**config.mk**
```make
export PLATFORM = sky130hd
export DESIGN_NAME = lcd_write_ctrl
export DESIGN_NICKNAME = d
export VERILOG_FILES = /design/src/rtl/lcd_write_ctrl.sv
export SDC_FILE = /design/constraint.sdc
export NUM_CORES = 1
export LEC_CHECK = 0
export CAP_MARGIN = 20
export CORE_MARGIN = 1
export CORE_UTILIZATION = 30
export DETAILED_ROUTE_END_ITERATION = 7
export HOLD_SLACK_MARGIN = 0.1
export MAX_ROUTING_LAYER = met4
export SYNTH_ARGS = -nofsm -noshare
export SYNTH_HDL_FRONTEND = slang
export SYNTH_SLANG_ARGS = --single-unit
```
**constraint.sdc**
```tcl
create_clock -name clk -period 3.3 [get_ports clk]
set_input_delay 0.825 -clock clk [delete_from_list [all_inputs] [get_ports clk]]
set_output_delay 0.825 -clock clk [all_outputs]
set_load 0.005 [all_outputs]
```
**src/rtl/lcd_write_ctrl.sv**
```systemverilog
// HD44780-style write-only LCD controller: power-up init, then one timed bus write per accepted 9-bit code.
// Cursor is tracked locally so line wraps are issued automatically after COLS characters.
module lcd_write_ctrl #(
  parameter int POWERUP_CYC  = 750000,
  parameter int SETUP_CYC    = 4,
  parameter int E_PULSE_CYC  = 12,
  parameter int HOLD_CYC     = 4,
  parameter int CMD_WAIT_CYC = 2000,
  parameter int CLR_WAIT_CYC = 82000,
  parameter int COLS         = 16
) (
  input  logic       clk,
  input  logic       rst_n,
  input  logic       code_valid,
  input  logic [8:0] code,
  output logic       code_ready,
  output logic       init_done,
  output logic       lcd_rs,
  output logic       lcd_rw,
  output logic       lcd_en,
  output logic [7:0] lcd_data,
  output logic       lcd_on
);

  function automatic int max2(input int a, input int b);
    return (a > b) ? a : b;
  endfunction

  localparam int MAXC = max2(max2(max2(POWERUP_CYC, SETUP_CYC), max2(E_PULSE_CYC, HOLD_CYC)),
                             max2(CMD_WAIT_CYC, CLR_WAIT_CYC));
  localparam int CW   = (MAXC > 1) ? $clog2(MAXC) : 1;

  // Counters load N-1 on entry and exit at zero, so a zero-length phase still takes one cycle.
  function automatic logic [CW-1:0] ld(input int n);
    return (n > 1) ? CW'(n - 1) : '0;
  endfunction

  localparam logic [CW-1:0] PWR_LD   = ld(POWERUP_CYC);
  localparam logic [CW-1:0] SETUP_LD = ld(SETUP_CYC);
  localparam logic [CW-1:0] PULSE_LD = ld(E_PULSE_CYC);
  localparam logic [CW-1:0] HOLD_LD  = ld(HOLD_CYC);
  localparam logic [CW-1:0] CMD_LD   = ld(CMD_WAIT_CYC);
  localparam logic [CW-1:0] CLR_LD   = ld(CLR_WAIT_CYC);

  localparam logic [2:0] S_PWRUP = 3'd0;
  localparam logic [2:0] S_INIT  = 3'd1;
  localparam logic [2:0] S_SETUP = 3'd2;
  localparam logic [2:0] S_PULSE = 3'd3;
  localparam logic [2:0] S_HOLD  = 3'd4;
  localparam logic [2:0] S_WAIT  = 3'd5;
  localparam logic [2:0] S_IDLE  = 3'd6;
  localparam logic [2:0] S_WRAP  = 3'd7;

  function automatic logic [7:0] init_rom(input logic [2:0] i);
    case (i)
      3'd4:    return 8'h0C;
      3'd5:    return 8'h01;
      3'd6:    return 8'h06;
      default: return 8'h38;
    endcase
  endfunction

  logic [2:0]    state_q, state_d;
  logic [CW-1:0] cnt_q, cnt_d;
  logic [2:0]    idx_q, idx_d;
  logic          init_done_q, init_done_d;
  logic          line_q, line_d;
  logic [5:0]    col_q, col_d;
  logic [8:0]    code_q, code_d;
  logic          rs_q, rs_d;
  logic [7:0]    data_q, data_d;
  logic          en_q, rdy_q;

  logic cnt_done, is_clr, wrap_hit;

  assign cnt_done = (cnt_q == '0);
  assign is_clr   = !rs_q && (data_q == 8'h01 || data_q == 8'h02 || data_q == 8'h03);
  assign wrap_hit = ({1'b0, col_q} + 7'd1) >= 7'(COLS);

  always_comb begin
    state_d     = state_q;
    cnt_d       = cnt_done ? cnt_q : cnt_q - CW'(1);
    idx_d       = idx_q;
    init_done_d = init_done_q;
    line_d      = line_q;
    col_d       = col_q;
    code_d      = code_q;
    rs_d        = rs_q;
    data_d      = data_q;
    case (state_q)
      S_PWRUP: if (cnt_done) state_d = S_INIT;
      S_INIT: begin
        if (init_done_q) begin
          rs_d   = code_q[8];
          data_d = code_q[7:0];
        end else begin
          rs_d   = 1'b0;
          data_d = init_rom(idx_q);
        end
        state_d = S_SETUP;
        cnt_d   = SETUP_LD;
      end
      S_WRAP: begin
        rs_d    = 1'b0;
        data_d  = line_q ? 8'h80 : 8'hC0;
        state_d = S_SETUP;
        cnt_d   = SETUP_LD;
      end
      S_SETUP: if (cnt_done) begin
        state_d = S_PULSE;
        cnt_d   = PULSE_LD;
      end
      S_PULSE: if (cnt_done) begin
        state_d = S_HOLD;
        cnt_d   = HOLD_LD;
      end
      S_HOLD: if (cnt_done) begin
        state_d = S_WAIT;
        cnt_d   = is_clr ? CLR_LD : CMD_LD;
      end
      S_WAIT: if (cnt_done) begin
        if (rs_q) begin
          col_d = col_q + 6'd1;
        end else if (data_q[7]) begin
          line_d = data_q[6];
          col_d  = data_q[5:0];
        end else if (is_clr) begin
          line_d = 1'b0;
          col_d  = 6'd0;
        end
        if (!init_done_q) begin
          if (idx_q == 3'd6) begin
            init_done_d = 1'b1;
            line_d      = 1'b0;
            col_d       = 6'd0;
            state_d     = S_IDLE;
          end else begin
            idx_d   = idx_q + 3'd1;
            state_d = S_INIT;
          end
        end else if (rs_q && wrap_hit) begin
          state_d = S_WRAP;
        end else begin
          state_d = S_IDLE;
        end
      end
      default: if (code_valid) begin
        code_d  = code;
        state_d = S_INIT;
      end
    endcase
  end

  always_ff @(posedge clk or negedge rst_n) begin
    if (!rst_n) begin
      state_q     <= S_PWRUP;
      cnt_q       <= PWR_LD;
      idx_q       <= 3'd0;
      init_done_q <= 1'b0;
      line_q      <= 1'b0;
      col_q       <= 6'd0;
      code_q      <= 9'd0;
      rs_q        <= 1'b0;
      data_q      <= 8'h00;
      en_q        <= 1'b0;
      rdy_q       <= 1'b0;
    end else begin
      state_q     <= state_d;
      cnt_q       <= cnt_d;
      idx_q       <= idx_d;
      init_done_q <= init_done_d;
      line_q      <= line_d;
      col_q       <= col_d;
      code_q      <= code_d;
      rs_q        <= rs_d;
      data_q      <= data_d;
      en_q        <= (state_d == S_PULSE);
      rdy_q       <= (state_d == S_IDLE);
    end
  end

  assign code_ready = rdy_q;
  assign init_done  = init_done_q;
  assign lcd_rs     = rs_q;
  assign lcd_rw     = 1'b0;
  assign lcd_en     = en_q;
  assign lcd_data   = data_q;
  assign lcd_on     = 1'b1;

endmodule

```
# ---- Word level (Yosys, flattened, before mapping)
# Cells that the tools add are included.
dict set report word_totals {
  wordCells 80
  ff_bits 54
}
dict set report op_classes {
  magnitude_cmp 1
  n_eq_ne 14
  n_bitwise 3
  reduce_logical 13
  mux 34
  addsub 4
}
# operator count
set ops {}
lappend ops {{$mux W20} 4}
lappend ops {{$pmux W20 S4} 1}
lappend ops {{$mux W6} 5}
lappend ops {{$mux W3} 8}
lappend ops {{$eq A3 B3 Y1 const B} 7}
lappend ops {{$logic_not A20 Y1} 1}
lappend ops {{$sub A20 B1 Y20 const B} 1}
lappend ops {{$pmux W3 S6} 1}
lappend ops {{$pmux W6 S3} 1}
lappend ops {{$mux W17} 1}
lappend ops {{$eq A8 B2 Y1 const B} 2}
lappend ops {{$pmux W8 S2} 1}
lappend ops {{$eq A3 B2 Y1 const B} 3}
lappend ops {{$mux W1} 9}
lappend ops {{$eq A8 B1 Y1 const B} 1}
lappend ops {{$mux W8} 1}
lappend ops {{$add A6 B1 Y7 const B} 1}
lappend ops {{$ge A7 B5 Y1 const B} 1}
lappend ops {{$mux W7} 1}
lappend ops {{$reduce_or A7 Y1} 1}
lappend ops {{$add A6 B1 Y6 const B} 1}
lappend ops {{$reduce_and A2 Y1} 2}
lappend ops {{$reduce_and A4 Y1} 1}
lappend ops {{$add A3 B1 Y3 const B} 1}
lappend ops {{9 further kinds} 13}

# ---- Longest topological paths before layout
# Gate-level depths: netlist (run 1).
dict set report logic_depth {
  word_depth 9
  mapped_depth 12
}

# ---- Worst setup path after synthesis (run 1)
# Ideal clock, no wire load.
dict set report synth_path {
  path_type {register to register}
  startpoint {reg cnt_q[6]}
  endpoint {reg cnt_q[0]}
  setup_time_ns 0.079
  required_time_ns 3.221
  stages_incl_launch_ff 11
  path_slack_ns 0.920
  arrival_ns 2.301
  path_cell_list {dfrtp_1 > or4_4 > nand2b_4 > buf_6 > nor2_4 > inv_2 > buf_6 > ha_1 > inv_1 > a221o_1 > o21ai_0}
}
dict set report synth_via {
  elab_chain_cells 4
}
# item line_no
set synth_lines {}
lappend synth_lines {{start: declaration} 64} ;# logic [CW-1:0] cnt_q, cnt_d;
lappend synth_lines {{start signal: assignment} 169} ;# cnt_q <= cnt_d;
lappend synth_lines {{$logic_not A20 Y1 (*)} 76} ;# assign cnt_done = (cnt_q == '0);
lappend synth_lines {{$mux W20} 82} ;# cnt_d = cnt_done ? cnt_q : cnt_q - CW'(1);
lappend synth_lines {{$mux W20 (on tied branches)} {117, 109, 113}}
lappend synth_lines {{$pmux W20 S4 (*)} 90} ;# case (state_q)
lappend synth_lines {{named net cnt_d[0]} 64}
# Mark *: on every way through the listed nets, which the timed path passes. The rest lies on a longest branch.
# A chain may end at the register's enable or synchronous reset.

# ---- Worst setup path after layout (run 1)
# Ends and elaborated chain as after synthesis.

==> metrics.txt, run 1 <==
Peak supply drop 0.1661 mV; Slew Limit Fails 0; Syn Nets 347; total wire length 7128 µm; Initial DRC Count 205; crit end category register; Setup Fix Bufs, Post-CTS 0; antenna violations before repair 0; antenna cells 0; synth top area cells dfrtp_1 33%, dfstp_2 11%, nand2_1 3.9%, o21ai_0 3.7%, ha_1 3.6%; CP required 3540 ps; Residual DRC 0; Crit Path Category reg -> reg; post-CTS sizing 0; min Tclk post-route 2601 ps; GPL Wtd Cong 0.8039; Clock Latency Late Sink 320 ps; Starting Density 31.30%; register area share after synthesis 44.29%; via/cell ratio 5.203; Pre-antenna DRT Iters 4; CTS tree yes; Hold Vio Cnt, Final 0; I/O pins 26; EDFF count, synth 0; TritonCTS buffer count 5; Leak Pwr 0.001439 µW; Die X-Extent 103.5 µm; Final ANT Viol Nets 0; asr flop ratio synth 100.0%; nets@finish 366; synthesis warning total 0; WHS 497.3 ps; first-pass GRT wire length 12230 µm; Mapped Cells 326; Clock Root Buffer clkbuf_8; Worst EP arrival 2840 ps; global-route usage over all layers 15.16%; setup violators final 0; # hold bufs at CTS 0; pwr dens 309.1 nW/µm²; die area 10700 µm²; Synth top cells by count 41 x dfrtp_1, 32 x nand2_1, 26 x nor2_1, 23 x o21ai_0, 16 x a21oi_1; Synth Cell Area 3088 µm²; FP Rows 36; Max clock buf depth 2; status complete, no violations; vias in the first global route 2414; Avg Cell Area, Syn 9.472 µm²; TritonCTS Sinks 54; HP Class reg -> reg; Fillers 1012; number of port buffers 23; setup_tns 0 ps; top_reg_cell synth dfrtp_1; Yosys top cell area share 33.23%; max-capacitance violation count 0; Worst Setup Start Kind register; post-synth top area cell dfrtp_1; #FFs+latches synth 54; Detail Placement HPWL 5061 µm; share of cells above drive strength 1 12.72%; Worst Skew 9.402 ps; Congestion Overflow GR 0; count leader, synth dfrtp_1; Tcrit/Tclk final 78.81%; area growth from synthesis to layout 13.74%; RSZ-0062 raised after global routing no; Die Ht 103.5 µm; H-Tree Level Count 2; vias 2492; drt wl/cell 14.88 µm; Slew headroom 39.80%; Core ar. 9864 µm²; FMAX 384.5 MHz; Synth cell types 62; crit path max fanout 19; pin count of the biggest net entering global routing 55; Slew @ Worst Pin 894.7 ps; Clock transition at path regs 110 ps
-- critical path, stage by stage (launching register included) --
cell	delay, ps
dfrtp_1	470
or4_4	590
nand2b_4	260
nor2_4	240
inv_2	180
ha_1	330
inv_1	50
mux2i_1	130
o22ai_1	80
o21ai_0	170
-- cells in the final DEF, fill, tap and decap left out, types with 9 or more instances in the layout --
cell,instances
nand2_1,32
dfrtp_1,41
dfstp_2,13
inv_1,12
o21ai_0,23
a21oi_1,16
nand3_1,10
ha_1,9
nor3_1,14
xnor2_1,12
nor2_1,26
clkdlybuf4s50_1,22
mux2_2,9
-- state kept, by name (all words and copies together) (netlist names), 3 cells and up --
signal / flops
code_q: 9
state_q: 3
idx_q: 3
lcd_data: 8
cnt_q: 20
col_q: 6
-- kinds of logic after synthesis --
family	after synthesis	synth area share [%]
adders and majority gates	9	3.647
and+or+nand+nor	120	20.42
buffers and inverters	27	4.254
xor gates and xnor gates	18	5.105
AOI/OAI and AO/OA	86	18.44
muxes	10	3.606
other	2	0.2432
DFF	54	44.29
-- final timing paths --
kind	from	endpoint	slack (ps)	cells past startpoint
max in group asynchronous	rst_n	state_q[1]$_DFF_PN0_	2200	2
min	cnt_q[9]$_DFF_PN0_	cnt_q[9]$_DFF_PN0_	500	1
min reg2reg	cnt_q[9]$_DFF_PN0_	cnt_q[9]$_DFF_PN0_	500	1
max	cnt_q[6]$_DFF_PN0_	cnt_q[0]$_DFF_PN1_	700	9
min in group asynchronous	rst_n	cnt_q[18]$_DFF_PN0_	610	2
max reg2reg	cnt_q[6]$_DFF_PN0_	cnt_q[0]$_DFF_PN1_	700	9
-- stage by stage --
step	power [µW]	cells	utilization (%)	setup slack, ps	instance area, µm²
floorplan	677.2	326	-	920.2	3088
global placement	702.2	471	34.67	817.4	3420
detailed placement	702.7	471	34.67	730.5	3420
CTS	1099	479	35.60	710.3	3512
global route	1126	479	35.60	540.4	3512
finish	1086	479	35.60	699.4	3512
-- per-layer routing --
metal  part of all wire (%)  track usage [%]  routed length (µm)
met4                    1.1            5.092                  76
met3                    4.1            1.815                 290
met1                     48            21.29                3419
met5                      0                -                   0
met2                     47            22.62                3342
-- layout make-up --
class	instances	area, µm²	share of cell area [%]
inverter	13	48.80	1.389
clock buffer	5	68.82	1.959
sequential	54	1368	38.94
multi-input combinational	245	1589	45.24
timing repair buffer	26	247.7	7.054
clock inverter	3	23.77	0.6769
tap	133	166.4	4.738
-- power breakdown --
part           switching (µW)  internal, µW  total, µW  leakage [µW]
Combinational            15.6          11.6       27.2      0.000733
Sequential                  0           662        662      0.000666
Clock                     244           153        396     0.0000408
No activity file was read; power rests on OpenSTA's default activity.
==> run 2: changes to the inputs <==
==> constraint.sdc (replaced) <==
create_clock -name clk -period 2.3 [get_ports clk]
set_input_delay 0.575 -clock clk [delete_from_list [all_inputs] [get_ports clk]]
set_output_delay 0.575 -clock clk [all_outputs]
set_load 0.005 [all_outputs]
==> metrics.txt, run 2 (same netlist as run 1, synthesis figures left out) <==
Placed Cells 488; Slew Limit Fails 0; Clock Root Buffer clkbuf_8; HP Class in -> async; TritonCTS Sinks 54; Tcrit/Tclk final 94.09%; Worst Setup Start Kind register; nets@finish 384; CTS tree yes; Max clock buf depth 2; Hold Vio Cnt, Final 0; share of cells above drive strength 1 17.08%; Fillers 998; internal power 1182 µW; Leak Pwr 0.001539 µW; Slew @ Worst Pin 581.9 ps; switching share of total power 22.48%; vias in the first global route 2492; largest register by flop count cnt_q; Final Total Pwr 1524 µW; Worst Skew 13.55 ps; commonest non-fill, non-tap cells in the layout 41 x dfrtp_1, 32 x nand2_1, 26 x nor2_1; FP Rows 36; first-pass GRT wire length 12450 µm; Residual DRC 0; Sw Pwr 342.6 µW; I/O pins 26; Combinational Power Share 2.8%; max-capacitance violation count 0; leading cell type in the layout, fill and taps excluded dfrtp_1; global-route usage over all layers 15.38%; FMAX 462.1 MHz; Clock Latency Late Sink 310 ps; Reg area 1368 µm²; pin count of the biggest net entering global routing 25; drt wl/cell 14.66 µm; crit end category register; RSZ-0062 raised after global routing no; Worst EP arrival 2390 ps; die area 10700 µm²; pwr dens 415.9 nW/µm²; Peak supply drop 0.2157 mV; area of the multi-input gates 1604 µm²; CP required 2530 ps; Clock transition at path regs 100 ps; status complete, no violations; GPL Wtd Cong 0.8288; Clock power frac 34.8%; total wire length 7269 µm; TritonCTS buffer count 5; area growth from synthesis to layout 18.68%; antenna violations before repair 0; Starting Density 31.30%; vias 2522; R2R depth 11; Reg power frac 62.3%; Initial DRC Count 136; Congestion Overflow GR 0; Core ar. 9864 µm²; min Tclk post-route 2164 ps; Slew headroom 61.21%; Detail Placement HPWL 5457 µm; crit path max fanout 7; final non-filler cell total 496; Die X-Extent 103.5 µm; via/cell ratio 5.085; Pre-antenna DRT Iters 4; Final ANT Viol Nets 0; number of port buffers 23; Crit Path Category reg -> reg; Die Ht 103.5 µm; H-Tree Level Count 2; max reg flops 20; setup violators final 0; antenna cells 0
run 2: cell types whose count changed in the layout (fill, tap and decap cells not counted), sizes merged:
cell / change
clkinv: +1
clkinvlp: -2
buf: +18
run 2: worst paths after layout:
| path | start | endpoint | slack, ps |
|---|---|---|---|
| max | cnt_q[3]$_DFF_PN1_ | cnt_q[0]$_DFF_PN1_ | 140 |
| min | rst_n | lcd_data[7]$_DFFE_PN0P_ | 260 |
| max reg2reg | cnt_q[3]$_DFF_PN1_ | cnt_q[0]$_DFF_PN1_ | 140 |
| min reg2reg | cnt_q[5]$_DFF_PN1_ | cnt_q[5]$_DFF_PN1_ | 500 |
| max in group asynchronous | rst_n | cnt_q[5]$_DFF_PN1_ | 1440 |
| min in group clk | cnt_q[5]$_DFF_PN1_ | cnt_q[5]$_DFF_PN1_ | 500 |
run 2: critical path, stage by stage (launching register included):
cell and delay (ps):
dfstp_2 420, nor4_1 330, buf_4 180, nand4b_1 100
buf_4 180, nor2_4 110, inv_2 40, ha_1 280
inv_1 50, mux2i_1 140, o22ai_1 90, o21ai_0 170
run 2: timing repair:
action                                  CTS  global route
endpoints found under the setup margin    2            21
pin swaps                                 1             0
cloned                                    0             0
hold buffers                              0             0
hold endpoints to repair                  0             0
resized for setup                         0             2
buffers inserted                          1             0
run 2: final cells by class:
cell class | count | area share, %
flip-flops and latches | 54 | 37.32
clock inverters | 2 | 0.3756
multi-input cells | 245 | 43.77
well taps | 133 | 4.541
inverters | 13 | 1.332
clock buffers | 5 | 1.878
repair buffers | 44 | 10.79
run 2: metal layers:
layer | vias up | GRT usage (%) | part of all wire (%)
met5 | - | - | 0
met4 | 0 | 4.550 | 0.96
met3 | 4 | 1.613 | 2.5
met2 | 39 | 23.59 | 47
met1 | 1232 | 21.44 | 50
li1 | 1247 | - | -
run 2: power groups by stage:
stage	Sequential (µW)	Clock (µW)	Combinational (µW)
4_1_cts	950	554	45.1
3_3_place_gp	968	0	44.2
2_1_floorplan	968	0	3.74
5_1_grt	950	597	49.7
3_5_place_dp	968	0	45.0
6_report	950	531	43.2
run 2: metrics by stage:
stage	hold slack (ps)	setup slack (ps)	utilization, %	TNS, ps	cell area, µm²
2_1_floorplan	279.4	25.59	-	0	3088
3_5_place_dp	488.7	-2.938	36.09	-2.938	3560
4_1_cts	261.9	81.00	37.00	0	3650
6_report	255.7	136.0	37.15	0	3665
3_3_place_gp	475.9	131.1	36.09	0	3560
5_1_grt	290.6	6.050	37.15	0	3665
